$ cat config.mk
export PLATFORM = sky130hd
export DESIGN_NAME = uart_tx_sched_flat
export DESIGN_NICKNAME = d
export VERILOG_FILES = /design/src/rtl/uart_pkg.sv /design/src/rtl/uart_tx_sched_if.sv /design/src/rtl/uart_frame_shifter.sv /design/src/rtl/uart_tx_sched.sv /design/src/flat_wrapper.sv
export SDC_FILE = /design/constraint.sdc
export NUM_CORES = 1
export LEC_CHECK = 0
export CORE_ASPECT_RATIO = 0.8
export CORE_UTILIZATION = 53
export CTS_CLUSTER_SIZE = 40
export DETAILED_ROUTE_END_ITERATION = 10
export HOLD_SLACK_MARGIN = 0.03
export PLACE_DENSITY = 0.86
export SLEW_MARGIN = 30
export SYNTH_ARGS = -nofsm -noshare
export SYNTH_HDL_FRONTEND = slang
export SYNTH_SLANG_ARGS = --single-unit
$ cat constraint.sdc
create_clock -name Clk -period 2.5 [get_ports Clk]
set_clock_uncertainty 0.2 [all_clocks]
set_input_delay 0.5 -clock Clk [delete_from_list [all_inputs] [get_ports Clk]]
set_output_delay 0.5 -clock Clk [all_outputs]
set_load 0.01 [all_outputs]
$ cat src/rtl/uart_pkg.sv
// Shared UART definitions: frame geometry, line levels and the TX scheduler state type.
// Imported by the frame shifter and the transmit scheduler.
package uart_pkg;

    localparam int FRAME_W   = 10;
    localparam int BIT_CNT_W = $clog2(FRAME_W);

    localparam logic IDLE_LEVEL = 1'b1;
    localparam logic START_BIT  = 1'b0;
    localparam logic STOP_BIT   = 1'b1;

    typedef enum logic [1:0] {
        IDLE = 2'd0,
        LOAD = 2'd1,
        SEND = 2'd2
    } tx_state_t;

    typedef logic [FRAME_W-1:0] frame_t;

endpackage

$ cat src/rtl/uart_tx_sched_if.sv
// Byte request bus between the two producers and the TX scheduler.
// The producers drive valid/data (master); the scheduler answers with ready (slave).
interface uart_tx_sched_if;

    logic       Req0_valid;
    logic [7:0] Req0_data;
    logic       Req0_ready;
    logic       Req1_valid;
    logic [7:0] Req1_data;
    logic       Req1_ready;

    modport master (
        output Req0_valid, Req0_data, Req1_valid, Req1_data,
        input  Req0_ready, Req1_ready
    );

    modport slave (
        input  Req0_valid, Req0_data, Req1_valid, Req1_data,
        output Req0_ready, Req1_ready
    );

endinterface

$ cat src/rtl/uart_frame_shifter.sv
// 10-bit parallel-load shifter; the MSB drives the line and vacated bits fill with the idle level.
// Load takes priority over shifting.
module uart_frame_shifter
    import uart_pkg::*;
(
    input  logic   Clk,
    input  logic   Reset,
    input  logic   Load,
    input  logic   Shift_en,
    input  frame_t Frame_in,
    output logic   Msb_out
);

    frame_t shift_reg;

    always_ff @(posedge Clk) begin
        if (Reset) begin
            shift_reg <= {FRAME_W{IDLE_LEVEL}};
        end else if (Load) begin
            shift_reg <= Frame_in;
        end else if (Shift_en) begin
            shift_reg <= {shift_reg[FRAME_W-2:0], IDLE_LEVEL};
        end
    end

    assign Msb_out = shift_reg[FRAME_W-1];

endmodule

$ cat src/rtl/uart_tx_sched.sv
// Round-robin transmit scheduler: accepts a byte from one of two requesters, frames it
// (start, 8 data LSB first, stop) and times each bit to CLKS_PER_BIT clocks on Serial_out.
module uart_tx_sched
    import uart_pkg::*;
#(
    parameter int CLKS_PER_BIT = 434,
    parameter int CNT_W        = $clog2(CLKS_PER_BIT)
) (
    input  logic              Clk,
    input  logic              Reset,
    uart_tx_sched_if.slave    req,
    output logic              Serial_out,
    output logic              Busy,
    output logic              Grant_id
);

    localparam logic [CNT_W-1:0]     BAUD_LAST = CNT_W'(CLKS_PER_BIT - 1);
    localparam logic [BIT_CNT_W-1:0] BIT_LAST  = BIT_CNT_W'(FRAME_W - 1);

    tx_state_t            state_reg, state_next;
    logic [7:0]           data_reg, data_next;
    logic                 grant_reg, grant_next;
    logic                 rr_ptr_reg, rr_ptr_next;   // requester that wins the next tie
    logic [CNT_W-1:0]     baud_cnt_reg, baud_cnt_next;
    logic [BIT_CNT_W-1:0] bit_cnt_reg, bit_cnt_next;

    logic [1:0] valid_vec;
    logic [7:0] data_arr [2];
    logic [1:0] ready_vec;
    logic       sel;
    logic       shift_load;
    logic       shift_en;
    logic       shift_msb;
    logic       baud_done;
    frame_t     frame_word;

    assign valid_vec   = {req.Req1_valid, req.Req0_valid};
    assign data_arr[0] = req.Req0_data;
    assign data_arr[1] = req.Req1_data;
    assign req.Req0_ready = ready_vec[0];
    assign req.Req1_ready = ready_vec[1];

    // Start bit goes out first, so data bit 0 sits just below it.
    assign frame_word[FRAME_W-1] = START_BIT;
    assign frame_word[0]         = STOP_BIT;
    for (genvar gi = 0; gi < 8; gi++) begin : g_frame
        assign frame_word[FRAME_W-2-gi] = data_reg[gi];
    end

    assign sel       = (valid_vec[0] && valid_vec[1]) ? rr_ptr_reg : valid_vec[1];
    assign baud_done = (baud_cnt_reg == BAUD_LAST);

    always_ff @(posedge Clk) begin
        if (Reset) begin
            state_reg    <= IDLE;
            data_reg     <= '0;
            grant_reg    <= 1'b0;
            rr_ptr_reg   <= 1'b0;
            baud_cnt_reg <= '0;
            bit_cnt_reg  <= '0;
        end else begin
            state_reg    <= state_next;
            data_reg     <= data_next;
            grant_reg    <= grant_next;
            rr_ptr_reg   <= rr_ptr_next;
            baud_cnt_reg <= baud_cnt_next;
            bit_cnt_reg  <= bit_cnt_next;
        end
    end

    always_comb begin
        state_next    = state_reg;
        data_next     = data_reg;
        grant_next    = grant_reg;
        rr_ptr_next   = rr_ptr_reg;
        baud_cnt_next = baud_cnt_reg;
        bit_cnt_next  = bit_cnt_reg;
        ready_vec     = 2'b00;
        shift_load    = 1'b0;
        shift_en      = 1'b0;

        unique case (state_reg)
            IDLE: begin
                // Reset wins over a simultaneous request, so ready is withheld.
                if (!Reset && (valid_vec != 2'b00)) begin
                    ready_vec[sel] = 1'b1;
                    data_next      = data_arr[sel];
                    grant_next     = sel;
                    rr_ptr_next    = ~sel;
                    state_next     = LOAD;
                end
            end
            LOAD: begin
                shift_load    = 1'b1;
                baud_cnt_next = '0;
                bit_cnt_next  = '0;
                state_next    = SEND;
            end
            SEND: begin
                if (baud_done) begin
                    shift_en      = 1'b1;
                    baud_cnt_next = '0;
                    bit_cnt_next  = bit_cnt_reg + 1'b1;
                    if (bit_cnt_reg == BIT_LAST) begin
                        state_next = IDLE;
                    end
                end else begin
                    baud_cnt_next = baud_cnt_reg + 1'b1;
                end
            end
            default: begin
                state_next = IDLE;
            end
        endcase
    end

    uart_frame_shifter u_shifter (
        .Clk      (Clk),
        .Reset    (Reset),
        .Load     (shift_load),
        .Shift_en (shift_en),
        .Frame_in (frame_word),
        .Msb_out  (shift_msb)
    );

    assign Serial_out = (state_reg == SEND) ? shift_msb : IDLE_LEVEL;
    assign Busy       = (state_reg != IDLE);
    assign Grant_id   = grant_reg;

endmodule

$ cat src/flat_wrapper.sv
// flat-port wrapper written by rule: the top's interface ports become plain ports
module uart_tx_sched_flat import uart_pkg::*;
#(
    parameter int CLKS_PER_BIT = 434,
    parameter int CNT_W        = $clog2(CLKS_PER_BIT)
)
  (Clk, Reset, Serial_out, Busy, Grant_id, req_Req0_valid, req_Req0_data, req_Req1_valid, req_Req1_data, req_Req0_ready, req_Req1_ready);
  uart_tx_sched_if req_i ();
  input  logic Clk;
  input  logic Reset;
  output logic Serial_out;
  output logic Busy;
  output logic Grant_id;
  input wire logic [$bits(req_i.Req0_valid)-1:0] req_Req0_valid;
  input wire logic [$bits(req_i.Req0_data)-1:0] req_Req0_data;
  input wire logic [$bits(req_i.Req1_valid)-1:0] req_Req1_valid;
  input wire logic [$bits(req_i.Req1_data)-1:0] req_Req1_data;
  output wire logic [$bits(req_i.Req0_ready)-1:0] req_Req0_ready;
  output wire logic [$bits(req_i.Req1_ready)-1:0] req_Req1_ready;
  assign req_i.Req0_valid = req_Req0_valid;
  assign req_i.Req0_data = req_Req0_data;
  assign req_i.Req1_valid = req_Req1_valid;
  assign req_i.Req1_data = req_Req1_data;
  assign req_Req0_ready = req_i.Req0_ready;
  assign req_Req1_ready = req_i.Req1_ready;
  uart_tx_sched #(.CLKS_PER_BIT(CLKS_PER_BIT), .CNT_W(CNT_W)) u_core (.Clk(Clk), .Reset(Reset), .req(req_i), .Serial_out(Serial_out), .Busy(Busy), .Grant_id(Grant_id));
endmodule
==> reports/metrics.yaml <==
gp_congestion: 0.7874
worst_path_max_delay_cell: "clkdlybuf4s50_1"
first_iter_violations: 47
finalSetupViolCount: 0
worstPathArrival_ps: 1690
syn_area_mm2: 0.001727
grt_pass1_wl_um: 5733
fin_ws_ps: 109.5
drtAntennaViolNets: 0
hold_buffers: 0
cts_tree: "done"
ir_drop_v: 0.0005040
use_met3_pct: 5.172
core_mm2: 0.003085
preCtsSetupSlack_ps: -187.2
vias: 1411
maxCapViolCount: 0
grt.overflow.total: 0
final_cell_count_no_fill: 252
portBuffers: 24
yosys.area.top_type: "dfxtp_1"
grt_max_degree: 38
crit_chain: "clkdlybuf4s50_1 -> o21bai_1 -> nor2_2 -> and2_1 -> dlygate4sd2_1"
fp.dieArea_mm2: 0.003491
vias_per_cell: 5.599
start_util_pct: 55.96
period_minus_slack_ps: 2390
drt_pass1_iterations: 6
worstHoldEndpoint: "u_core.Grant_id"
cts_buffers: 5
cp.required_ps: 1800
clock_latency_ps: 290
syn-num-nets: 212
cts_sinks: 34
critPathCaptureType: "output port"
synth_flop_cell: "dfxtp_1"
hold_depth: 2
rows: 18
drive_gt1_share_pct: 12.74
cts.root.buffer_cell: "clkbuf_8"
h-tree-depth: 2
met1_usage_pct: 26.32
clockBufferDepth: 2
met2_usage_pct: 37.93
max_freq_ghz: 0.4183
route.detailed.drc: 0
timing.rr.start: "u_core.baud_cnt_reg[1]"
setup.worst_path.class: "input port to output port"
max_stage_delay_ps: 420
synthArstFlopShare_pct: 0
io_pins: 25
ff2ff_path_depth: 7
diodes: 0
r2r_slack_ps: 500
syn_to_final_growth_pct: 20.07
rsz0062_at_grt: "no"
synth_top_area_share_pct: 39.42
ys_seq_area_share_pct: 39.42
finalHoldViolations: 0
crit_path_start_kind: "input port"
grtUsageTotal_pct: 22.20
syn_inst: 185
status: "finished clean"
nets: 238
path_max_fanout: 2
wl_per_cell_um: 13.82
synth-edff-count: 0
drv_slew: 0
finalPower_uw: 1794
drt_wl_total_um: 3483
yosys.cell_types.count: 49
synthTopCellsByArea: "dfxtp_1, a211oi_1, mux2i_1, ha_1, nor2_1"
ys_ff_latch: 34
die-height_um: 53.05
min_from: "u_core.Grant_id"
reg2reg_to: "u_core.u_shifter.shift_reg[4]"
whs_ps: 293.7
final.period_utilization_pct: 95.62
slew_headroom_pct: 59.22
die_w_um: 65.82
busiest_layer: "met2"
hold_class: "register to register"
hpwl_um: 2540
yosys_warnings: 0
synth.avg_cell_area_um2: 9.333
path_clk_slew_ps: 60
grt_antenna_before_repair: 0
max_slew.worst_pin.slew_ps: 611.7
p_per_area_mw_per_mm2: 865.4
dp.cells: 243
grt_pass1_vias: 1332
p_leak_uw: 0.0008157
==> report_power, final <==
part | total (uW) | leakage (uW) | switching (uW) | internal, uW
clock | 426 | 0.0000472 | 205 | 221
sequential | 740 | 0.000279 | 67.5 | 672
combinational | 629 | 0.000490 | 340 | 289
total | 1790 | 0.000816 | 612 | 1180
==> kinds of logic (layout without fill, tap and decap cells) <==
kind of cell / Yosys count / after routing / share of synthesized area, %
AND/OR/NAND/NOR: 75 / 75 / 25.15
flip-flops: 34 / 34 / 39.42
AO/OA/AOI/OAI: 31 / 31 / 13.41
buffers and inverters: 19 / 46 / 6.448
multiplexers: 11 / 11 / 6.449
XOR/XNOR: 8 / 8 / 4.058
adder cells (fa/ha/maj): 7 / 7 / 5.072
==> cells in the final DEF (no fill, tap or decap), drive strengths merged, types with 8 or more instances in the layout <==
| master | synthesis | layout |
|---|---|---|
| dfxtp | 34 | 34 |
| nor2 | 23 | 23 |
| clkdlybuf4s50 | 0 | 22 |
| a211oi | 16 | 16 |
| mux2i | 10 | 10 |
| nor3 | 8 | 8 |
==> worst max-delay path: cells and delay by family <==
kind | cells | cell delay [ps]
simple gates | 2 | 240
compound gates | 1 | 250
buf+inv | 2 | 700
==> synth_stat cells, drive strengths merged, types with 2 or more instances <==
master  number
a211oi      16
a21oi        3
and2b        3
buf          7
clkbuf       5
dfxtp       34
ha           7
inv          7
mux2i       10
nand2        6
nand2b       2
nand3        4
nand3b       2
nand4        3
nor2        23
nor2b        5
nor3         8
nor3b        7
o21ai        3
o21bai       2
or2b         2
xnor2        4
xor2         4
==> repair_timing <==
action                     CTS  global route
pin swaps                    1             0
resized for setup            3             1
setup buffers                1             0
setup endpoints to repair    2             1
==> worst max-delay path by stage <==
stage / startpoint / end / slack, ps / depth (start not counted)
after CTS: Reset / req_Req1_ready / 6 / 7
final: req_Req1_valid / req_Req0_ready / 110 / 5
after detailed placement: Reset / req_Req1_ready / -190 / 6
after global placement: Reset / req_Req0_ready / -80 / 5
after global routing: Reset / req_Req1_ready / 40 / 7
after floorplan: Reset / req_Req0_ready / 470 / 4
==> cell type report <==
cell class | instances | area [um^2]
Inverter | 7 | 26.28
Tap cell | 40 | 50.05
Multi-Input combinational cell | 132 | 934.6
Fill cell | 226 | 1012
Timing Repair Buffer | 31 | 286.5
Clock buffer | 6 | 82.58
Clock inverter | 2 | 12.51
Sequential cell | 34 | 680.7
==> metrics by stage <==
stage | utilization (%) | setup TNS (ps) | instance area, um^2
2_1_floorplan | - | 0 | 1727
3_3_place_gp | 64.07 | -164.2 | 1977
3_5_place_dp | 64.07 | -322.9 | 1977
4_1_cts | 67.36 | 0 | 2078
5_1_grt | 67.19 | 0 | 2073
6_report | 67.19 | 0 | 2073
==> per-layer routing <==
metal	routed length [um]	share of wire, %
met3	151	4.3
met1	1538	44
met2	1730	50
met5	0	0
met4	63	1.8
Power figures use the tool's default switching activity.
